**src/rtl/cpu_types_pkg.sv**
```systemverilog
// Shared CPU type definitions.
// pcsrc_t encodes the fetch-stage next-PC source selected by the control unit.
package cpu_types_pkg;

  typedef enum logic [2:0] {
    PCSRC_JR  = 3'd0,
    PCSRC_J   = 3'd1,
    PCSRC_BR  = 3'd2,
    PCSRC_SEQ = 3'd3,
    PCSRC_JAL = 3'd4,
    PCSRC_RET = 3'd5
  } pcsrc_t;

endpackage

```
**src/rtl/return_addr_stack.sv**
```systemverilog
// Circular-buffer return-address stack.
// ptr names the next free slot, so top is the slot just below it.
module return_addr_stack #(
  parameter  int PC_W      = 32,
  parameter  int RAS_DEPTH = 4,
  localparam int PTR_W     = $clog2(RAS_DEPTH),
  localparam int CNT_W     = PTR_W + 1
) (
  input  logic             CLK,
  input  logic             nRST,
  input  logic             push,
  input  logic             pop,
  input  logic             clr,
  input  logic [PC_W-1:0]  wdata,
  output logic [PC_W-1:0]  top,
  output logic [CNT_W-1:0] count
);

  localparam logic [CNT_W-1:0] FULL = CNT_W'(RAS_DEPTH);

  logic [PC_W-1:0]  entries_q [RAS_DEPTH];
  logic [PC_W-1:0]  entries_d [RAS_DEPTH];
  logic [PTR_W-1:0] ptr_q, ptr_d;
  logic [CNT_W-1:0] count_q, count_d;

  // When full, ptr already sits on the oldest entry, so a push overwrites it.
  always_comb begin
    entries_d = entries_q;
    ptr_d     = ptr_q;
    count_d   = count_q;
    if (clr) begin
      ptr_d   = '0;
      count_d = '0;
    end else if (push) begin
      entries_d[ptr_q] = wdata;
      ptr_d            = ptr_q + PTR_W'(1);
      if (count_q != FULL) count_d = count_q + CNT_W'(1);
    end else if (pop && (count_q != '0)) begin
      ptr_d   = ptr_q - PTR_W'(1);
      count_d = count_q - CNT_W'(1);
    end
  end

  always_ff @(posedge CLK or negedge nRST) begin
    if (!nRST) begin
      ptr_q   <= '0;
      count_q <= '0;
      for (int i = 0; i < RAS_DEPTH; i++) entries_q[i] <= '0;
    end else begin
      ptr_q     <= ptr_d;
      count_q   <= count_d;
      entries_q <= entries_d;
    end
  end

  assign top   = entries_q[ptr_q - PTR_W'(1)];
  assign count = count_q;

endmodule

```
**src/rtl/pc_ras_unit.sv**
```systemverilog
// Fetch-stage program counter: next-PC mux, PC and ras_pred flops, and a
// return-address stack predicting JR $31 (RET) targets.
module pc_ras_unit
  import cpu_types_pkg::*;
#(
  parameter int              PC_W      = 32,
  parameter logic [PC_W-1:0] PC_INIT   = '0,
  parameter int              RAS_DEPTH = 4
) (
  input  logic                         CLK,
  input  logic                         nRST,
  input  logic                         pc_en,
  input  logic [2:0]                   pc_src,
  input  logic                         br_taken,
  input  logic [PC_W-1:0]              rdat1,
  input  logic [25:0]                  immediate26,
  input  logic                         redirect,
  input  logic [PC_W-1:0]              redirect_pc,
  input  logic                         ras_clr,
  output logic [PC_W-1:0]              imemaddr,
  output logic [PC_W-1:0]              pc_plus4,
  output logic                         ras_pred,
  output logic [$clog2(RAS_DEPTH):0]   ras_count
);

  logic [PC_W-1:0]            pc_q, pc_d;
  logic                       ras_pred_q, ras_pred_d;
  logic [PC_W-1:0]            ras_top;
  logic [$clog2(RAS_DEPTH):0] ras_cnt;
  logic [PC_W-1:0]            br_off, j_target;
  logic                       advance, ras_push, ras_pop, ras_clear;

  assign pc_plus4 = pc_q + PC_W'(4);
  assign br_off   = {{(PC_W-18){immediate26[15]}}, immediate26[15:0], 2'b00};
  assign j_target = ((pc_plus4 >> 28) << 28) | PC_W'({immediate26, 2'b00});

  // A redirect or stall freezes the RAS; only an advancing fetch may touch it.
  assign advance   = pc_en && !redirect;
  assign ras_push  = advance && (pc_src == PCSRC_JAL);
  assign ras_pop   = advance && (pc_src == PCSRC_RET);
  assign ras_clear = advance && ras_clr;

  return_addr_stack #(
    .PC_W      (PC_W),
    .RAS_DEPTH (RAS_DEPTH)
  ) u_ras (
    .CLK   (CLK),
    .nRST  (nRST),
    .push  (ras_push),
    .pop   (ras_pop),
    .clr   (ras_clear),
    .wdata (pc_plus4),
    .top   (ras_top),
    .count (ras_cnt)
  );

  always_comb begin
    pc_d       = pc_q;
    ras_pred_d = ras_pred_q;
    if (redirect) begin
      pc_d       = redirect_pc;
      ras_pred_d = 1'b0;
    end else if (pc_en) begin
      ras_pred_d = 1'b0;
      case (pc_src)
        PCSRC_JR:             pc_d = rdat1;
        PCSRC_J, PCSRC_JAL:   pc_d = j_target;
        PCSRC_BR:             pc_d = br_taken ? pc_plus4 + br_off : pc_plus4;
        PCSRC_RET: begin
          if (ras_cnt != '0) begin
            pc_d       = ras_top;
            ras_pred_d = 1'b1;
          end else begin
            pc_d = rdat1;
          end
        end
        default:              pc_d = pc_plus4;
      endcase
    end
  end

  always_ff @(posedge CLK or negedge nRST) begin
    if (!nRST) begin
      pc_q       <= PC_INIT;
      ras_pred_q <= 1'b0;
    end else begin
      pc_q       <= pc_d;
      ras_pred_q <= ras_pred_d;
    end
  end

  assign imemaddr  = pc_q;
  assign ras_pred  = ras_pred_q;
  assign ras_count = ras_cnt;

endmodule

```
**config.mk**
```make
export PLATFORM = sky130hd
export DESIGN_NAME = pc_ras_unit
export DESIGN_NICKNAME = d
export VERILOG_FILES = /design/src/rtl/cpu_types_pkg.sv /design/src/rtl/return_addr_stack.sv /design/src/rtl/pc_ras_unit.sv
export SDC_FILE = /design/constraint.sdc
export NUM_CORES = 1
export LEC_CHECK = 0
export ABC_AREA = 1
export BUFFER_PORTS_ARGS = -buffer_cell sky130_fd_sc_hd__buf_2
export CAP_MARGIN = 20
export CORE_ASPECT_RATIO = 1.25
export CORE_UTILIZATION = 40
export CTS_CLUSTER_DIAMETER = 120
export CTS_CLUSTER_SIZE = 10
export DETAILED_ROUTE_END_ITERATION = 16
export HOLD_SLACK_MARGIN = 0.03
export SLEW_MARGIN = 20
export SYNTH_ARGS = -nofsm -noshare
export SYNTH_HDL_FRONTEND = slang
export SYNTH_SLANG_ARGS = --single-unit
```
**constraint.sdc**
```tcl
create_clock -name CLK -period 3.2 [get_ports CLK]
set_clock_uncertainty 0.2 [all_clocks]
set_input_delay 0.16 -clock CLK [delete_from_list [all_inputs] [get_ports CLK]]
set_output_delay 0.16 -clock CLK [all_outputs]
set_load 0.005 [all_outputs]
```
==> results of run 1 <==
## kinds of logic after synthesis
kind of cell    Yosys count  share of synthesized area [%]
simple gates            805                           30.1
compound gates          425                           20.8
buf+inv                 228                           7.66
flops                   166                           35.8
fa+ha+maj                40                           4.45
xor+xnor                 13                           1.18
## area by class of cell
| type | instances | area [um^2] |
|---|---|---|
| clock buffers | 20 | 457 |
| clock inverters | 11 | 126 |
| fillers | 2567 | 10900 |
| inverters | 154 | 596 |
| multi-input cells | 1283 | 7910 |
| flip-flops and latches | 166 | 4160 |
| well taps | 355 | 444 |
| repair buffers | 528 | 3890 |
## registers in the layout (all words and copies together) (netlist names)
name	flops
imemaddr	32
u_ras.ptr_q	2
u_ras.entries_q	128
u_ras.count	3
ras_pred	1
## report_power, final
group / leakage (nW) / internal (mW) / switching [mW]
clock: 0.286 / 1.19 / 0.897
combinational: 6.17 / 1.95 / 3.04
sequential: 2.19 / 2.48 / 0.220
total: 8.65 / 5.62 / 4.16
## worst paths after layout
kind,startpoint,end,slack [ns],cells after the start
max,imemaddr[13],imemaddr[30],-0.05,21
min,pc_src[2],u_ras.count[2],0.05,4
max reg2reg,imemaddr[13],imemaddr[30],-0.05,21
min reg2reg,u_ras.entries_q[19],u_ras.entries_q[19],0.28,2
max in group asynchronous,nRST,u_ras.entries_q[24],1.88,3
min in group asynchronous,nRST,u_ras.entries_q[97],0.06,2
## per-layer routing
layer | vias up | wire (um) | global-route usage (%)
li1 | 6511 | - | -
met1 | 6628 | 20000 | 41.6
met2 | 632 | 23900 | 56.5
met3 | 176 | 3400 | 4.67
met4 | 0 | 3050 | 19.4
met5 | - | 0 | 0
## worst register-to-register path: cells and delay by family, from the launching register on
family | cells | cell delay [ns]
AND/OR/NAND/NOR | 15 | 1.77
flip-flops | 1 | 0.35
buffers and inverters | 5 | 0.51
adder cells (fa/ha/maj) | 1 | 0.30
## what timing repair did
item | CTS | global route
gates resized for setup | 132 | 229
pin swaps | 32 | 93
endpoints found under the hold margin | 146 | 0
setup buffers | 9 | 37
hold buffers | 85 | 0
setup endpoints to repair | 22 | 24
## per-stage QoR
stage	TNS, ns	instance area, um^2	instances	power, mW
2_1_floorplan	0	11600	1677	5.01
3_3_place_gp	-6.70	14400	2358	6.86
3_5_place_dp	-6.22	14400	2358	6.91
4_1_cts	-0.0150	16400	2483	9.27
5_1_grt	-2.04	17600	2517	10.3
6_report	-0.103	17600	2517	9.78
## layout by cell type (no fill, tap or decap), types with 5 or more instances in the layout
master         netlist  final
nor2_1             148    119
inv_4                0      7
nand3_2              2     26
buf_6                0     20
inv_1              135    103
nand2_2             14     73
nand3_1             89     61
nand4_1              8      8
a22oi_1             35     35
o21bai_1            17     13
o22ai_1             25     25
nand2_1            483    395
dfrtp_1            166    165
ha_4                 0     24
a21oi_2              0     25
nand3_4              2      6
clkbuf_16            0     17
ha_1                38     13
nor2_4               7     28
dlygate4sd3_1        0     85
o211ai_1            14     14
o21ai_0            223    213
a21oi_1             67     39
o2111ai_1            5      5
o21ai_1             20     28
nor2_2               6     14
xnor2_1              7      7
nand3b_1             7      7
inv_2               17     43
buf_4                3    254
buf_2               17    165
nand2_4              4     31
or2_2               13     10
==> metrics.md, run 1 <==
| Metric | Value |
|---|---|
| Clk Tree Root Cell | clkbuf_16 |
| FFs w/ async S/R, synth | 100% |
| Max Clk Rate | 307 MHz |
| Vias per cell | 5.54 |
| Antenna cells | 0 |
| Routed Antenna Nets | 0 |
| Register area share after synthesis | 35.8% |
| Area delta synth->final | 51.6% |
| Critical Path AT | 3.38 ns |
| Synth cell count leaders | nand2_1 (483), o21ai_0 (223), dfrtp_1 (166), nor2_1 (148), inv_1 (135) |
| Largest net degree at the start of global routing | 68 |
| Crit start category | flip-flop |
| Crit-path slowest cell | dfrtp_1 |
| Grt total ovfl | 0 |
| Max-cap viol count | 0 |
| Worst EP required | 3.33 ns |
| Detailed-route wire length | 50,300 um |
| Status | finished, violations left |
| Setup Viol. Count Final | 2 |
| Min Hold Slack | 0.0464 ns |
| Initial Utilization | 40.7% |
| Fin crit share | 102% |
| Vias in the first global route | 13,400 |
| Synth top area share | 35.8% |
| HP Class | input port to flip-flop |
| GPL Wtd Cong | 0.981 |
| First-pass GRT wire length | 74,900 um |
| Slew Viols, Final | 0 |
| Yosys reg bits | 166 |
| Crit path buffers/inverters | 5 |
| Die area | 0.0297 mm^2 |
| VDD IR max | 0.453 mV |
| Nets | 2,289 |
| Slew margin rel. | 44.9% |
| Tot GR Track Use | 33.6% |
| CP Class | flip-flop to flip-flop |
| Gate Count Post-Synth | 1,677 |
| CP endpoint kind | flip-flop |
| # rows | 69 |
| Yosys warnings | 0 |
| Count leader, synth | nand2_1 |
| DR DRC count | 0 |
| Number of synthesized flops with an enable pin | 0 |
| Layout cells sized above 1 | 37.1% |
| Wire per inst | 20.0 um |
| CTS tree | done |
| Mapped cell area | 0.0116 mm^2 |
| Synth unique cells | 53 |
| Height of the chip | 192 um |
| Final WS setup | -0.0543 ns |
| Final hold vios | 0 |
| Crit-path max FO | 4 |
| Worst-path cell chain | inv_1 -> buf_4 -> nor3_4 -> buf_4 -> nand2_1 -> nor2_2 -> nand2_2 -> inv_1 -> nand2_1 -> nand2_2 -> inv_2 -> ha_4 -> nand2_2 -> nor3_4 -> nand3_2 -> nand2_1 -> nand2_1 -> nand3_2 -> nand3_2 -> nand2_1 -> nand2_1 |
| Area leader, netlist | dfrtp_1 |
| CP delay by family, top | simple AND/OR/NAND/NOR gates |
| Syn_nets | 1,816 |
| Core area | 0.0285 mm^2 |
| Die W | 154 um |
| Failing checks | setup timing |
| Worst slew pin tran | 0.825 ns |
| Static Leakage | 8.65 nW |
| Initial antenna violation count | 0 |
| CP most frequent cell | nand2_1 |
| Post-layout minimum cycle time | 3.25 ns |
| Post-layout util | 61.7% |
| Detailed placement HPWL | 36,500 um |
| Area contributors post-synth | dfrtp_1 (36%), nand2_1 (16%), o21ai_0 (9.6%), nor2_1 (4.8%), inv_1 (4.4%) |
| Worst skew pair latency | 0.44 ns |
| Mean Syn Cell Area | 6.91 um^2 |
| P per Cell Area | 557 mW/mm^2 |
| Num ports | 167 |
| CTS Buffer Depth | 2 |
| CTS Buf Count | 17 |
| Clock Sinks | 166 |
| IO buf count | 166 |
| Max incr delay on CP | 0.35 ns |
| Violation count after the first detailed-route iteration | 1,112 |
| DRT Pass-1 Iters | 6 |
| CTS clk-pin slew, worst paths | 0.07 ns |
| Pre-CTS WS | -0.573 ns |
| Primary FF master, synth | dfrtp_1 |
| Vias | 13,900 |
| Max H-tree Level | 4 |
| Unrepaired setup endpoints after global routing | yes |
Note: power is estimated with default switching activity, not from simulation.
==> run 2, diff against run 1 <==
--- a/config.mk
+++ b/config.mk
@@ -14,6 +14,7 @@
 export CTS_CLUSTER_SIZE = 10
 export DETAILED_ROUTE_END_ITERATION = 16
 export HOLD_SLACK_MARGIN = 0.03
+export SKIP_CTS_REPAIR_TIMING = 1
 export SLEW_MARGIN = 20
 export SYNTH_ARGS = -nofsm -noshare
 export SYNTH_HDL_FRONTEND = slang
==> constraint.sdc (replaced) <==
create_clock -name CLK -period 3.99 [get_ports CLK]
set_clock_uncertainty 0.2 [all_clocks]
set_input_delay 0.1995 -clock CLK [delete_from_list [all_inputs] [get_ports CLK]]
set_output_delay 0.1995 -clock CLK [all_outputs]
set_load 0.005 [all_outputs]
==> metrics.md, run 2 (synthesized netlist as in run 1, its figures left out) <==
| Metric | Value |
|---|---|
| Status | finished, violations left |
| Failing checks | hold timing |
| Die area | 0.0297 mm^2 (unchanged) |
| Static Leakage | 7.12 nW (-18%) |
| R2R Setup Slk | 0.25 ns (+0.30 ns) |
| CTS tree | done |
| Worst Setup EP | imemaddr[19] |
| HP Class | input port to flip-flop |
| Most frequent cells in the layout | nand2_1 (481), o21ai_0 (222), buf_2 (165) |
| GPL Wtd Cong | 1.02 (+4.5%) |
| Violation count after the first detailed-route iteration | 1,039 (-6.6%) |
| Most flops, register | u_ras.entries_q |
| Non-Filler Instances | 2,263 (-10%) |
| Final Instance Area | 0.0142 mm^2 (-19%) |
| Vias | 12,600 (-9.9%) |
| Crit-path max FO | 6 (+2) |
| Area delta synth->final | 22.1% |
| Largest net degree at the start of global routing | 88 (+29%) |
| Routed Antenna Nets | 0 (unchanged) |
| Max H-tree Level | 4 (unchanged) |
| Initial Utilization | 40.7% (unchanged) |
| Clk Tree Root Cell | clkbuf_16 |
| Detailed-route wire length | 45,200 um (-10%) |
| CTS Buf Count | 17 (unchanged) |
| Grt total ovfl | 0 (unchanged) |
| Worst slew pin tran | 0.923 ns (+0.0976 ns) |
| Detailed placement HPWL | 34,000 um (-6.8%) |
| Crit Reg-Reg Startpoint | imemaddr[3] |
| Max Clk Rate | 267 MHz (-13%) |
| VDD IR max | 0.354 mV (-22%) |
| Critical Path AT | 3.87 ns (+0.49 ns) |
| Max-cap viol count | 0 (unchanged) |
| Clock Sinks | 166 (unchanged) |
| Tot GR Track Use | 30.7% (-3.0 points) |
| Worst skew pair latency | 0.44 ns (about the same) |
| Slew Viols, Final | 0 (unchanged) |
| Height of the chip | 192 um (unchanged) |
| FF/Latch Area | 0.00416 mm^2 (about the same) |
| Num ports | 167 (unchanged) |
| CP Launch Point | imemaddr[3] |
| Die W | 154 um (unchanged) |
| P per Cell Area | 488 mW/mm^2 (-12%) |
| CTS clk-pin slew, worst paths | 0.07 ns (about the same) |
| CP Class | flip-flop to flip-flop |
| Vias in the first global route | 11,800 (-12%) |
| Worst R2R End | imemaddr[19] |
| CP endpoint kind | flip-flop |
| Multi-input gate area | 0.00660 mm^2 (-17%) |
| # rows | 69 (unchanged) |
| Post-DP Area | 0.0130 mm^2 (-9.8%) |
| Int Power | 3.90 mW (-31%) |
| DRT Pass-1 Iters | 5 (-1) |
| Fin crit share | 93.9% (-7.8 points) |
| Initial antenna violation count | 0 (unchanged) |
| Crit start category | flip-flop |
| Power share of the clock group | 23.8% (+2.5 points) |
| Setup Viol. Count Final | 0 (-2) |
| Total Power | 6.90 mW (-29%) |
| Most common cell after layout, fill and taps aside | nand2_1 |
| First-pass GRT wire length | 67,900 um (-9.4%) |
| FILL cells | 3,021 (+18%) |
| Wire per inst | 20.0 um (about the same) |
| Nets | 2,034 (-11%) |
| Post-layout minimum cycle time | 3.74 ns (+0.490 ns) |
| Min Hold Slack | -0.0353 ns (-0.0817 ns) |
| Comb power frac | 44.4% (-6.7 points) |
| Layout cells sized above 1 | 17.9% (-19 points) |
| IO buf count | 166 (unchanged) |
| Largest register FFs | 128 (unchanged) |
| Antenna cells | 0 (unchanged) |
| Placed insts | 2,174 (-7.8%) |
| Worst EP required | 4.12 ns (+0.79 ns) |
| Final hold vios | 2 (+2) |
| R2R depth | 22 (+4.8%) |
| Vias per cell | 5.55 (+0.24%) |
| Slew margin rel. | 38.3% (-6.7 points) |
| DR DRC count | 0 (unchanged) |
| Core area | 0.0285 mm^2 (unchanged) |
| Switch share | 43.6% (+1.0 points) |
| Sequential Power Share | 31.9% (+4.3 points) |
| Unrepaired setup endpoints after global routing | no |
| Switching pwr | 3.01 mW (-28%) |
| CTS Buffer Depth | 2 (unchanged) |
-- run 2: cell count changes in the layout (fill, tap and decap cells not counted), sizes merged --
cell         previous run  this run
buf                   443       216
bufinv                  2         1
clkinv                  8         6
clkinvlp                1         4
dlygate4sd3            85        57
inv                   154       155
-- run 2: worst min path at each step --
stage | depth (start not counted) | end | start | slack (ns)
floorplan | 0 | imemaddr[0] | nRST | -0.30
global placement | 1 | u_ras.entries_q[97] | nRST | 0.11
detailed placement | 1 | u_ras.entries_q[97] | nRST | 0.11
CTS | 1 | u_ras.entries_q[1] | nRST | -0.35
global route | 5 | imemaddr[26] | redirect_pc[26] | 0.03
finish | 5 | imemaddr[26] | redirect_pc[26] | -0.04
-- run 2: worst max-delay path, cell delays in order, from the launching register on --
cell,delay (ns)
dfrtp_2,0.43
ha_2,0.27
nand2_1,0.08
inv_2,0.10
nand2_4,0.07
nor2_8,0.13
nand2_2,0.10
nor2_4,0.17
nand2_1,0.09
nand2_2,0.16
inv_1,0.09
ha_1,0.34
a21oi_1,0.22
nand2_1,0.10
inv_1,0.06
nand2_1,0.22
nand2_1,0.13
nand2_1,0.07
or2_2,0.27
nand2_1,0.10
nand3_1,0.09
nand2_1,0.08
nand2_1,0.05
-- run 2: layer usage --
layer | share of wire [%] | global-route usage (%) | up-vias | routed length [um]
met5 | 0 | 0 | - | 0
met4 | 5.0 | 16.5 | 0 | 2270
met2 | 48 | 50.9 | 493 | 21500
met1 | 42 | 39.3 | 5959 | 18900
li1 | - | - | 6003 | -
met3 | 5.7 | 3.66 | 115 | 2560
-- run 2: stage by stage --
stage,setup TNS (ns),setup slack (ns),util (%)
floorplan,0,0.907,-
global placement,-0.0728,-0.0378,45.5
detailed placement,-0.0509,-0.0437,45.5
CTS,-0.215,-0.0928,47.5
global route,0,0.00179,49.7
finish,0,0.245,49.7
-- run 2: area by class of cell --
type,instances,share of cell area (%)
timing repair buffer,273,12.7
multi-input combinational,1283,46.6
tap,355,3.14
clock inverter,12,0.857
sequential,166,29.4
inverter,154,4.08
clock buffer,20,3.23
-- run 2: power by group through the flow --
stage	sequential, mW	combinational (mW)	clock [mW]
floorplan	2.17	1.84	0
global placement	2.21	2.95	0
detailed placement	2.22	2.96	0
CTS	2.19	2.97	1.66
global route	2.24	3.38	1.73
finish	2.20	3.06	1.64
==> run 3, diff against run 2 <==
--- a/config.mk
+++ b/config.mk
@@ -13,7 +13,7 @@
 export CTS_CLUSTER_DIAMETER = 120
 export CTS_CLUSTER_SIZE = 10
 export DETAILED_ROUTE_END_ITERATION = 16
-export HOLD_SLACK_MARGIN = 0.03
+export HOLD_SLACK_MARGIN = 0.06
 export SKIP_CTS_REPAIR_TIMING = 1
 export SLEW_MARGIN = 20
 export SYNTH_ARGS = -nofsm -noshare
==> metrics.md, run 3 (synthesized netlist as in run 1, its figures left out) <==
| Metric | Value |
|---|---|
| FILL cells | 3,010 (-0.36%) |
| Grt total ovfl | 0 (unchanged) |
| Max incr delay on CP | 0.42 ns (about the same) |
| Clk Tree Root Cell | clkbuf_16 |
| Post-layout util | 50.1% (+0.42 points) |
| Total Power | 6.92 mW (+0.21%) |
| Fin crit share | 94.2% (+0.36 points) |
| Largest net degree at the start of global routing | 88 (unchanged) |
| Vias per cell | 5.55 (-0.16%) |
| VDD IR max | 0.352 mV (-0.48%) |
| Max-cap viol count | 0 (unchanged) |
| P per Cell Area | 485 mW/mm^2 (-0.64%) |
| Worst hold start | immediate26[6] |
| Vias in the first global route | 11,800 (unchanged) |
| CTS tree | done |
| R2R depth | 20 (-9.1%) |
| Wire per inst | 20.0 um (+0.34%) |
| WHS Endpoint | imemaddr[8] |
| Multi-input gate area | 0.00660 mm^2 (unchanged) |
| Critical Path AT | 3.89 ns (+0.02 ns) |
| Antenna cells | 0 (unchanged) |
| Crit path buffers/inverters | 2 (-1) |
| Static Leakage | 7.17 nW (+0.64%) |
| Post-route setup TNS | 0 ns (unchanged) |
| Die area | 0.0297 mm^2 (unchanged) |
| Worst slew pin tran | 0.928 ns (+0.00529 ns) |
| Num ports | 167 (unchanged) |
| Slew Viols, Final | 0 (unchanged) |
| CTS clk-pin slew, worst paths | 0.07 ns (about the same) |
| Largest register FFs | 128 (unchanged) |
| Most flops, register | u_ras.entries_q |
| # rows | 69 (unchanged) |
| CTS Buffer Depth | 2 (unchanged) |
| CP Class | flip-flop to flip-flop |
| Detailed placement HPWL | 34,000 um (unchanged) |
| Slew margin rel. | 37.9% (-0.35 points) |
| DRT Pass-1 Iters | 5 (unchanged) |
| Clock Sinks | 166 (unchanged) |
| Detailed-route wire length | 45,600 um (+0.88%) |
| CP delay by family, top | simple AND/OR/NAND/NOR gates |
| First-pass GRT wire length | 67,900 um (unchanged) |
| Area delta synth->final | 23.1% |
| IO buf count | 166 (unchanged) |
| Post-layout minimum cycle time | 3.76 ns (+0.0144 ns) |
| Vias | 12,600 (+0.37%) |
| Violation count after the first detailed-route iteration | 1,055 (+1.5%) |
| Crit-path max FO | 5 (-1) |
| FF/Latch Area | 0.00416 mm^2 (unchanged) |
| Crit start category | flip-flop |
| CTS Buf Count | 17 (unchanged) |
| Nets | 2,046 (+0.59%) |
| Worst skew pair latency | 0.44 ns (about the same) |
| Worst-path cell chain | inv_1 -> nor4_1 -> nand2_1 -> nor2_2 -> or2_2 -> nand2_1 -> inv_1 -> ha_1 -> a21oi_1 -> nand2_1 -> a21oi_1 -> nand2_1 -> nand3_1 -> nand2_1 -> nand2_1 -> nand3_1 -> nand2_1 -> nand2_1 -> nand2_1 -> nand2_1 |
| HP Class | input port to flip-flop |
| Most common cell after layout, fill and taps aside | nand2_1 |
| CP endpoint kind | flip-flop |
| CP most frequent cell | nand2_1 |
| Layout cells sized above 1 | 17.8% (-0.11 points) |
| Max H-tree Level | 4 (unchanged) |
| DR DRC count | 0 (unchanged) |
| GPL Wtd Cong | 1.02 (unchanged) |
| Status | complete, no violations |
| Initial Utilization | 40.7% (unchanged) |
| Die W | 154 um (unchanged) |
| R2R Setup Slk | 0.23 ns (about the same) |
| Unrepaired setup endpoints after global routing | no |
| Worst R2R End | imemaddr[23] |
| Tot GR Track Use | 30.7% (unchanged) |
| Most frequent cells in the layout | nand2_1 (481), o21ai_0 (222), buf_2 (165) |
| Crit Reg-Reg Startpoint | imemaddr[7] |
| Crit-path slowest cell | dfrtp_1 |
| Core area | 0.0285 mm^2 (unchanged) |
| Worst hold path stage count | 5 (unchanged) |
| Final hold vios | 0 (-2) |
| Setup Viol. Count Final | 0 (unchanged) |
| Height of the chip | 192 um (unchanged) |
| Routed Antenna Nets | 0 (unchanged) |
| Initial antenna violation count | 0 (unchanged) |
| Max Clk Rate | 266 MHz (-0.38%) |
| Worst EP required | 4.12 ns (about the same) |
run 3: cell types whose count changed in the layout (fill, tap and decap cells not counted):
cell | before | now
dlygate4sd3_1 | 57 | 69
run 3: worst min-delay path, stage by stage:
cell,delay (ns)
buf_2,0.11
a22oi_1,0.07
o2111ai_1,0.09
nand2_1,0.07
o211ai_1,0.09
run 3: layout make-up:
type                       instances  share of cell area [%]
tap                              355                    3.11
clock inverter                    12                   0.850
clock buffer                      20                    3.20
sequential                       166                    29.1
multi-input combinational       1283                    46.2
timing repair buffer             285                    13.4
inverter                         154                    4.05
run 3: worst max path at each step:
stage | end | cells after the start | slack (ns) | startpoint
6_report | imemaddr[23] | 20 | 0.23 | imemaddr[7]
5_1_grt | imemaddr[19] | 22 | 0.002 | imemaddr[3]
4_1_cts | imemaddr[30] | 23 | -0.09 | imemaddr[3]
3_5_place_dp | imemaddr[30] | 23 | -0.04 | imemaddr[3]
3_3_place_gp | imemaddr[30] | 23 | -0.04 | imemaddr[3]
2_1_floorplan | imemaddr[19] | 22 | 0.91 | imemaddr[3]
run 3: metrics by stage:
stage / setup slack (ns) / instances / hold WS [ns] / instance area [um^2]
after detailed placement: -0.0437 / 2174 / 0.114 / 13000
after global placement: -0.0378 / 2174 / 0.114 / 13000
final: 0.231 / 2275 / 0.0266 / 14300
after floorplan: 0.907 / 1677 / -0.296 / 11600
after CTS: -0.0928 / 2206 / -0.353 / 13500
after global routing: 0.00179 / 2275 / 0.0609 / 14300
run 3: routing by layer:
metal | up-vias | GRT usage [%] | wire length (um)
li1 | 6024 | - | -
met1 | 5988 | 39.3 | 19100
met2 | 490 | 50.9 | 21700
met3 | 115 | 3.66 | 2430
met4 | 0 | 16.5 | 2310
met5 | - | 0 | 0
run 3: power breakdown:
group | total (mW) | switching [mW] | internal (mW) | leakage (nW)
logic | 3.08 | 2.06 | 1.02 | 4.71
clock network | 1.64 | 0.738 | 0.902 | 0.270
registers | 2.20 | 0.212 | 1.99 | 2.19
